==> src/rtl/alu_cmd_driver.sv <==
// Command front-end for the alu: buffers valid/ready commands in a small FIFO,
// issues one at a time on the registered alu pins, captures the result and
// returns one tagged response per command. An IRQ-carrying response is followed
// by a single-cycle alu_irq_clr pulse.
module alu_cmd_driver #(
  parameter int unsigned FIFO_DEPTH = 4,
  parameter int unsigned TAG_W      = 4
) (
  input  logic                         alu_clk,
  input  logic                         alu_rst_n,
  input  logic                         cmd_valid,
  output logic                         cmd_ready,
  input  logic                         cmd_mode,
  input  logic [1:0]                   cmd_op,
  input  logic [7:0]                   cmd_a,
  input  logic [7:0]                   cmd_b,
  input  logic [TAG_W-1:0]             cmd_tag,
  output logic                         rsp_valid,
  input  logic                         rsp_ready,
  output logic [7:0]                   rsp_data,
  output logic                         rsp_irq,
  output logic [TAG_W-1:0]             rsp_tag,
  output logic [$clog2(FIFO_DEPTH):0]  fifo_count,
  output logic                         alu_enable,
  output logic                         alu_enable_a,
  output logic                         alu_enable_b,
  output logic [1:0]                   alu_op_a,
  output logic [1:0]                   alu_op_b,
  output logic [7:0]                   alu_in_a,
  output logic [7:0]                   alu_in_b,
  output logic                         alu_irq_clr,
  input  logic [7:0]                   alu_out,
  input  logic                         alu_irq
);

  localparam int unsigned PTR_W = (FIFO_DEPTH > 1) ? $clog2(FIFO_DEPTH) : 1;
  localparam int unsigned CNT_W = $clog2(FIFO_DEPTH) + 1;

  localparam logic [1:0] OP1 = 2'b00;

  localparam logic [2:0] StIdle    = 3'd0;
  localparam logic [2:0] StIssue   = 3'd1;
  localparam logic [2:0] StCapture = 3'd2;
  localparam logic [2:0] StResp    = 3'd3;
  localparam logic [2:0] StClear   = 3'd4;

  typedef struct packed {
    logic             mode;
    logic [1:0]       op;
    logic [7:0]       a;
    logic [7:0]       b;
    logic [TAG_W-1:0] tag;
  } cmd_t;

  cmd_t             r_mem [FIFO_DEPTH];
  logic [PTR_W-1:0] r_wr_ptr;
  logic [PTR_W-1:0] r_rd_ptr;
  logic [CNT_W-1:0] r_count;

  logic [2:0]       r_state;
  logic             r_alu_enable;
  logic             r_alu_enable_a;
  logic             r_alu_enable_b;
  logic [1:0]       r_alu_op_a;
  logic [1:0]       r_alu_op_b;
  logic [7:0]       r_alu_in_a;
  logic [7:0]       r_alu_in_b;
  logic             r_alu_irq_clr;
  logic [TAG_W-1:0] r_cur_tag;
  logic             r_rsp_valid;
  logic [7:0]       r_rsp_data;
  logic             r_rsp_irq;
  logic [TAG_W-1:0] r_rsp_tag;

  cmd_t w_in;
  cmd_t w_head;
  logic w_full;
  logic w_push;
  logic w_pop;

  assign w_in   = {cmd_mode, cmd_op, cmd_a, cmd_b, cmd_tag};
  assign w_head = r_mem[r_rd_ptr];
  assign w_full = (r_count == CNT_W'(FIFO_DEPTH));
  assign w_push = cmd_valid && !w_full;
  // The FIFO is only drained when the issue engine is idle.
  assign w_pop  = (r_state == StIdle) && (r_count != '0);

  assign cmd_ready    = !w_full;
  assign fifo_count   = r_count;
  assign rsp_valid    = r_rsp_valid;
  assign rsp_data     = r_rsp_data;
  assign rsp_irq      = r_rsp_irq;
  assign rsp_tag      = r_rsp_tag;
  assign alu_enable   = r_alu_enable;
  assign alu_enable_a = r_alu_enable_a;
  assign alu_enable_b = r_alu_enable_b;
  assign alu_op_a     = r_alu_op_a;
  assign alu_op_b     = r_alu_op_b;
  assign alu_in_a     = r_alu_in_a;
  assign alu_in_b     = r_alu_in_b;
  assign alu_irq_clr  = r_alu_irq_clr;

  // FIFO storage write; contents need no reset since the pointers gate every read.
  always_ff @(posedge alu_clk) begin
    if (w_push) begin
      r_mem[r_wr_ptr] <= w_in;
    end
  end

  // FIFO pointers and occupancy; simultaneous push and pop leave the count unchanged.
  always_ff @(posedge alu_clk) begin
    if (!alu_rst_n) begin
      r_wr_ptr <= '0;
      r_rd_ptr <= '0;
      r_count  <= '0;
    end else begin
      if (w_push) begin
        r_wr_ptr <= r_wr_ptr + PTR_W'(1);
      end
      if (w_pop) begin
        r_rd_ptr <= r_rd_ptr + PTR_W'(1);
      end
      case ({w_push, w_pop})
        2'b10:   r_count <= r_count + CNT_W'(1);
        2'b01:   r_count <= r_count - CNT_W'(1);
        default: r_count <= r_count;
      endcase
    end
  end

  // Issue FSM: drives the alu pins, captures the result and runs the response handshake.
  always_ff @(posedge alu_clk) begin
    if (!alu_rst_n) begin
      r_state        <= StIdle;
      r_alu_enable   <= 1'b0;
      r_alu_enable_a <= 1'b0;
      r_alu_enable_b <= 1'b0;
      r_alu_op_a     <= OP1;
      r_alu_op_b     <= OP1;
      r_alu_in_a     <= '0;
      r_alu_in_b     <= '0;
      r_alu_irq_clr  <= 1'b0;
      r_cur_tag      <= '0;
      r_rsp_valid    <= 1'b0;
      r_rsp_data     <= '0;
      r_rsp_irq      <= 1'b0;
      r_rsp_tag      <= '0;
    end else begin
      case (r_state)
        StIdle: begin
          if (w_pop) begin
            r_alu_enable   <= 1'b1;
            r_alu_enable_a <= !w_head.mode;
            r_alu_enable_b <= w_head.mode;
            // The opcode port of the unused path is parked at OP1.
            r_alu_op_a     <= w_head.mode ? OP1 : w_head.op;
            r_alu_op_b     <= w_head.mode ? w_head.op : OP1;
            r_alu_in_a     <= w_head.a;
            r_alu_in_b     <= w_head.b;
            r_cur_tag      <= w_head.tag;
            r_state        <= StIssue;
          end
        end
        StIssue: begin
          // Operands and opcodes stay put; only the enables drop.
          r_alu_enable   <= 1'b0;
          r_alu_enable_a <= 1'b0;
          r_alu_enable_b <= 1'b0;
          r_state        <= StCapture;
        end
        StCapture: begin
          r_rsp_valid <= 1'b1;
          r_rsp_data  <= alu_out;
          r_rsp_irq   <= alu_irq;
          r_rsp_tag   <= r_cur_tag;
          r_state     <= StResp;
        end
        StResp: begin
          if (rsp_ready) begin
            r_rsp_valid <= 1'b0;
            if (r_rsp_irq) begin
              r_alu_irq_clr <= 1'b1;
              r_state       <= StClear;
            end else begin
              r_state <= StIdle;
            end
          end
        end
        StClear: begin
          r_alu_irq_clr <= 1'b0;
          r_state       <= StIdle;
        end
        default: begin
          r_state <= StIdle;
        end
      endcase
    end
  end

endmodule

==> config.mk <==
export PLATFORM = sky130hd
export DESIGN_NAME = alu_cmd_driver
export DESIGN_NICKNAME = d
export VERILOG_FILES = /design/src/rtl/alu_cmd_driver.sv
export SDC_FILE = /design/constraint.sdc
export NUM_CORES = 1
export LEC_CHECK = 0
export BUFFER_PORTS_ARGS = -buffer_cell sky130_fd_sc_hd__clkbuf_2
export CORE_MARGIN = 3
export CORE_UTILIZATION = 50
export CTS_BUF_LIST = sky130_fd_sc_hd__clkbuf_4
export DETAILED_ROUTE_END_ITERATION = 10
export PLACE_DENSITY = 0.71
export SLEW_MARGIN = 20
export SYNTH_ARGS = -nofsm -noshare
export SYNTH_HDL_FRONTEND = slang
export SYNTH_SLANG_ARGS = --single-unit
==> constraint.sdc <==
create_clock -name alu_clk -period 3.3 [get_ports alu_clk]
set_input_delay 0.825 -clock alu_clk [delete_from_list [all_inputs] [get_ports alu_clk]]
set_output_delay 0.825 -clock alu_clk [all_outputs]
set_load 0.02 [all_outputs]
==> results.txt <==
----------------------------------------------------
[Place]
  Detailed placement HPWL ... ~6600 microns
  Total placed instance area ... between 0.005 and 0.006 sq mm
  Number of port buffers ... 77
  Placer Congestion ... 0.806

[Yosys]
  Primary FF master, synth ... sky130_fd_sc_hd__edfxtp_1
  Synthesized area per cell ... ~14 sq um
  Synthesized-area fraction occupied by adder cells ... between 1.5 and 2%
  Yosys warnings ... 0
  Share of the yosys chip area belonging to registers ... approximately 70%
  Synthesized-area fraction occupied by ao, oa, aoi and oai cells ... under 10%
  Net count after synthesis ... ~420
  Area of the mapped netlist ... between 0.005 and 0.006 sq mm
  Synthesized-area fraction occupied by and/or/nand/nor cells ... under 10%
  Number of enable flip-flop cells after synthesis ... 92
  Dominant combinational cell family by area after synthesis ... multiplexers
  Post-synthesis xor/xnor area fraction ... less than 1%
  Share of async-settable or async-resettable flops after synthesis ... 0%
  Library cells used by synthesis ... 35
  Multiplexer share of the synthesized area ... a little under a tenth
  Syn Inst Count ... about 380
  Number of register bits inferred by synthesis ... between 100 and 150

[Global route]
  Total global routing track utilization ... between 10% and 20%
  Number of global-route vias before repair ... around 3400
  Maximum number of pins on one net before global-route repair ... 46
  Number of antenna violations at the first check in global routing ... 0
  Global-route wire length before repair ... 17400 microns
  Total gr overflow ... 0

[Setup path]
  Endpoint of the worst setup timing path ... cmd_ready
  Crit start category ... flip-flop
  Worst-path fanout max ... 10
  Critical R2R Capture ... fifo_count[2]
  Worst path cell trace ... or3b_2 > clkbuf_2
  Worst-case register-to-register setup slack ... roughly 0.86 ns
  Biggest cell delay along the critical path ... ~0.57 ns
  Startpoint-to-endpoint class of the critical path ... reg -> out
  Beginning of the critical path ... fifo_count[2]
  Data required time at the worst endpoint ... 2.47 ns
  Crit path max-delay cell type ... sky130_fd_sc_hd__or3b_2
  Data arrival time of the critical path ... ~1.8 ns
  Crit end category ... output port
  Path depth of the worst reg2reg path ... 8
  Beginning of the worst register-to-register path ... fifo_count[2]

[Floorplanning]
  Core Footprint ... roughly 0.011 sq mm
  Initial Utilization ... between 50% and 60%
  Width of the die ... between 100 and 150 microns
  Area of the die ... 0.0123 sq mm
  Top Ports ... approximately 80
  Number of core rows ... 37
  Height of the chip ... 111 microns

[CTS]
  Number of H-tree levels ... 4
  # resized after CTS ... 0
  Hold-fix buffers at CTS ... 0
  Master cell of the clock root buffer ... sky130_fd_sc_hd__clkbuf_4
  Clock transition at the registers of the reported paths ... approximately 0.11 ns
  Clock Latency Late Sink ... between 0.5 and 0.6 ns
  CTS tree ... built
  Number of buffers inserted during clock tree synthesis ... 17
  Postcts setup bufs ... 0
  Number of sinks on the clock net ... between 100 and 150
  Maximum buffer depth of the clock tree ... 2

[Power]
  Peak supply drop ... approximately 0.00047 V
  Static power due to leakage ... ~2.3 nW
  Ratio of total power to cell area ... between 800 and 900 mW/mm^2

[Timing]
  Max-slew headroom at the worst pin ... approximately 38%
  Number of pins exceeding their max-slew limit in the final report ... 0
  Number of endpoints with negative hold slack in the final report ... 0
  Setup clock skew after layout ... about 0.018 ns
  Final setup violation count ... 0
  Final critical path time including I/O delays and setup ... approximately 2.6 ns
  Unrepaired setup endpoints after global routing ... false
  Max Fclk ... about 390 MHz
  Actual transition at the worst max-transition pin ... 0.929 ns
  Setup TNS Final ... 0 ns
  Period Utilization, post-route ... about 78%

[Drt]
  Antenna-violating nets left ... 0
  Number of vias per cell after detailed routing ... 5.50
  Length of the first detailed-routing pass in iterations ... 4
  Residual DRC ... 0
  Total routed wirelength ... approximately 11000 microns
  Routed length per placed instance ... 17.4 microns
  Count of routing violations after the opening detailed-route iteration ... around 180
  Via count ... 3346

[Finish]
  Total number of nets in the final design ... about 500
  Growth of design area from synthesis to finish ... 15.9%
  Final Instance Area ... 0.00635 sq mm
  Layout cell share with drive strength beyond 1 ... about a third
  Final antenna diode count ... 0

[Outcome]
  Outcome ... completed

[Flow run]
  Max-cap viol count ... 0

[Hold path]
  Worst min-delay path category ... reg -> reg

----------------------------------------------------
## final cells by class
cell class	count	area, sq um
tap	136	170
multi-input combinational	200	1490
clock buffer	18	135
clock inverter	14	225
sequential	146	3840
inverter	8	30.0
timing repair buffer	86	453
fill	810	4160
## synthesized netlist by cell type (2+ instances only)
cell type | instances | area share (%)
sky130_fd_sc_hd__a21o_1 | 2 | 0.27
sky130_fd_sc_hd__o22ai_1 | 4 | 0.46
sky130_fd_sc_hd__nand2_1 | 35 | 2.4
sky130_fd_sc_hd__nand2b_1 | 4 | 0.46
sky130_fd_sc_hd__dfxtp_1 | 54 | 20
sky130_fd_sc_hd__buf_2 | 7 | 0.64
sky130_fd_sc_hd__o31ai_1 | 4 | 0.55
sky130_fd_sc_hd__and3_1 | 5 | 0.57
sky130_fd_sc_hd__or3_1 | 3 | 0.34
sky130_fd_sc_hd__nand3_1 | 25 | 2.3
sky130_fd_sc_hd__mux4_2 | 23 | 9.5
sky130_fd_sc_hd__a21oi_1 | 45 | 4.1
sky130_fd_sc_hd__o21ai_1 | 2 | 0.18
sky130_fd_sc_hd__xor2_1 | 2 | 0.32
sky130_fd_sc_hd__ha_1 | 5 | 1.1
sky130_fd_sc_hd__o21ai_0 | 21 | 1.9
sky130_fd_sc_hd__buf_1 | 3 | 0.21
sky130_fd_sc_hd__nor2_1 | 6 | 0.41
sky130_fd_sc_hd__clkbuf_1 | 15 | 1.0
sky130_fd_sc_hd__nor3_1 | 3 | 0.27
sky130_fd_sc_hd__buf_6 | 2 | 0.41
sky130_fd_sc_hd__edfxtp_1 | 92 | 50
sky130_fd_sc_hd__inv_1 | 7 | 0.48
## sequential cells by signal, summed over array words and instances (netlist names), 2 cells and up, named ones only
name        cells
alu_in_b        8
rsp_data        8
r_state         3
r_mem          92
r_rd_ptr        2
alu_op_b        2
alu_op_a        2
r_wr_ptr        2
rsp_tag         4
fifo_count      3
r_cur_tag       4
alu_in_a        8
## critical path, delay by kind of cell (launching register included)
family	cells	cell delay, ns
buf+inv	1	0.20
flops	1	0.46
simple gates	1	0.57
## metal layers
layer / part of all wire [%] / wire (microns) / vias up / track usage (%)
met4: 1.7 / 180 / 0 / 8.54
met1: 42 / 4390 / 1633 / 22.4
met3: 5.9 / 621 / 14 / 5.02
met5: 0 / 0 / - / 0
met2: 51 / 5370 / 103 / 30.9
li1: - / - / 1596 / -
## report_power, final
part	internal (W)	switching, W	leakage, nW	total (W)
logic	0.000561	0.000977	0.821	0.00154
registers	0.00226	0.000183	1.29	0.00244
clock network	0.000698	0.000660	0.186	0.00136
## worst min path at each step
stage / startpoint / end / slack, ns / cells after the start
after CTS: alu_out[4] / rsp_data[4] / 0.44 / 3
after detailed placement: r_cur_tag[3] / rsp_tag[3] / 0.45 / 2
after global routing: alu_out[4] / rsp_data[4] / 0.45 / 3
final: rsp_data[7] / rsp_data[7] / 0.46 / 2
after global placement: r_cur_tag[3] / rsp_tag[3] / 0.44 / 2
after floorplan: r_cur_tag[0] / rsp_tag[0] / 0.43 / 2
## stage by stage
step           setup slack [ns]  power, W  utilization, %  std cells  hold slack, ns
6_report                  0.726   0.00534            60.4        608           0.465
5_1_grt                   0.620   0.00566            60.4        608           0.451
4_1_cts                   0.686   0.00539            60.4        608           0.443
3_5_place_dp              0.910   0.00404            57.0        576           0.447
3_3_place_gp               1.00   0.00400            57.0        576           0.436
2_1_floorplan             0.763   0.00354               -        381           0.428
## placed cells by master, fill, tap and decap left out, types with 2 or more instances in the layout
master	Yosys	final
sky130_fd_sc_hd__edfxtp_1	92	92
sky130_fd_sc_hd__clkbuf_2	0	77
sky130_fd_sc_hd__dfxtp_1	54	53
sky130_fd_sc_hd__a21oi_1	45	45
sky130_fd_sc_hd__nand2_1	35	35
sky130_fd_sc_hd__nand3_1	25	25
sky130_fd_sc_hd__mux4_2	23	23
sky130_fd_sc_hd__o21ai_0	21	21
sky130_fd_sc_hd__clkbuf_4	0	18
sky130_fd_sc_hd__buf_4	0	9
sky130_fd_sc_hd__inv_1	7	7
sky130_fd_sc_hd__nor2_1	6	6
sky130_fd_sc_hd__and3_1	5	5
sky130_fd_sc_hd__ha_1	5	5
sky130_fd_sc_hd__bufinv_16	0	5
sky130_fd_sc_hd__nand2b_1	4	4
sky130_fd_sc_hd__o31ai_1	4	4
sky130_fd_sc_hd__o22ai_1	4	4
sky130_fd_sc_hd__or3_1	3	3
sky130_fd_sc_hd__inv_6	0	3
sky130_fd_sc_hd__nor3_2	0	2
sky130_fd_sc_hd__a21o_1	2	2
sky130_fd_sc_hd__xor2_1	2	2
sky130_fd_sc_hd__o21ai_1	2	2
sky130_fd_sc_hd__clkinv_4	0	2
sky130_fd_sc_hd__clkinvlp_4	0	2
## logic make-up after synthesis
logic type / count (synthesis)
mux: 23
compound gates: 81
fa+ha+maj: 6
buf+inv: 35
xor+xnor: 2
simple gates: 88
flops: 146
No activity file was read; power rests on OpenSTA's default activity.
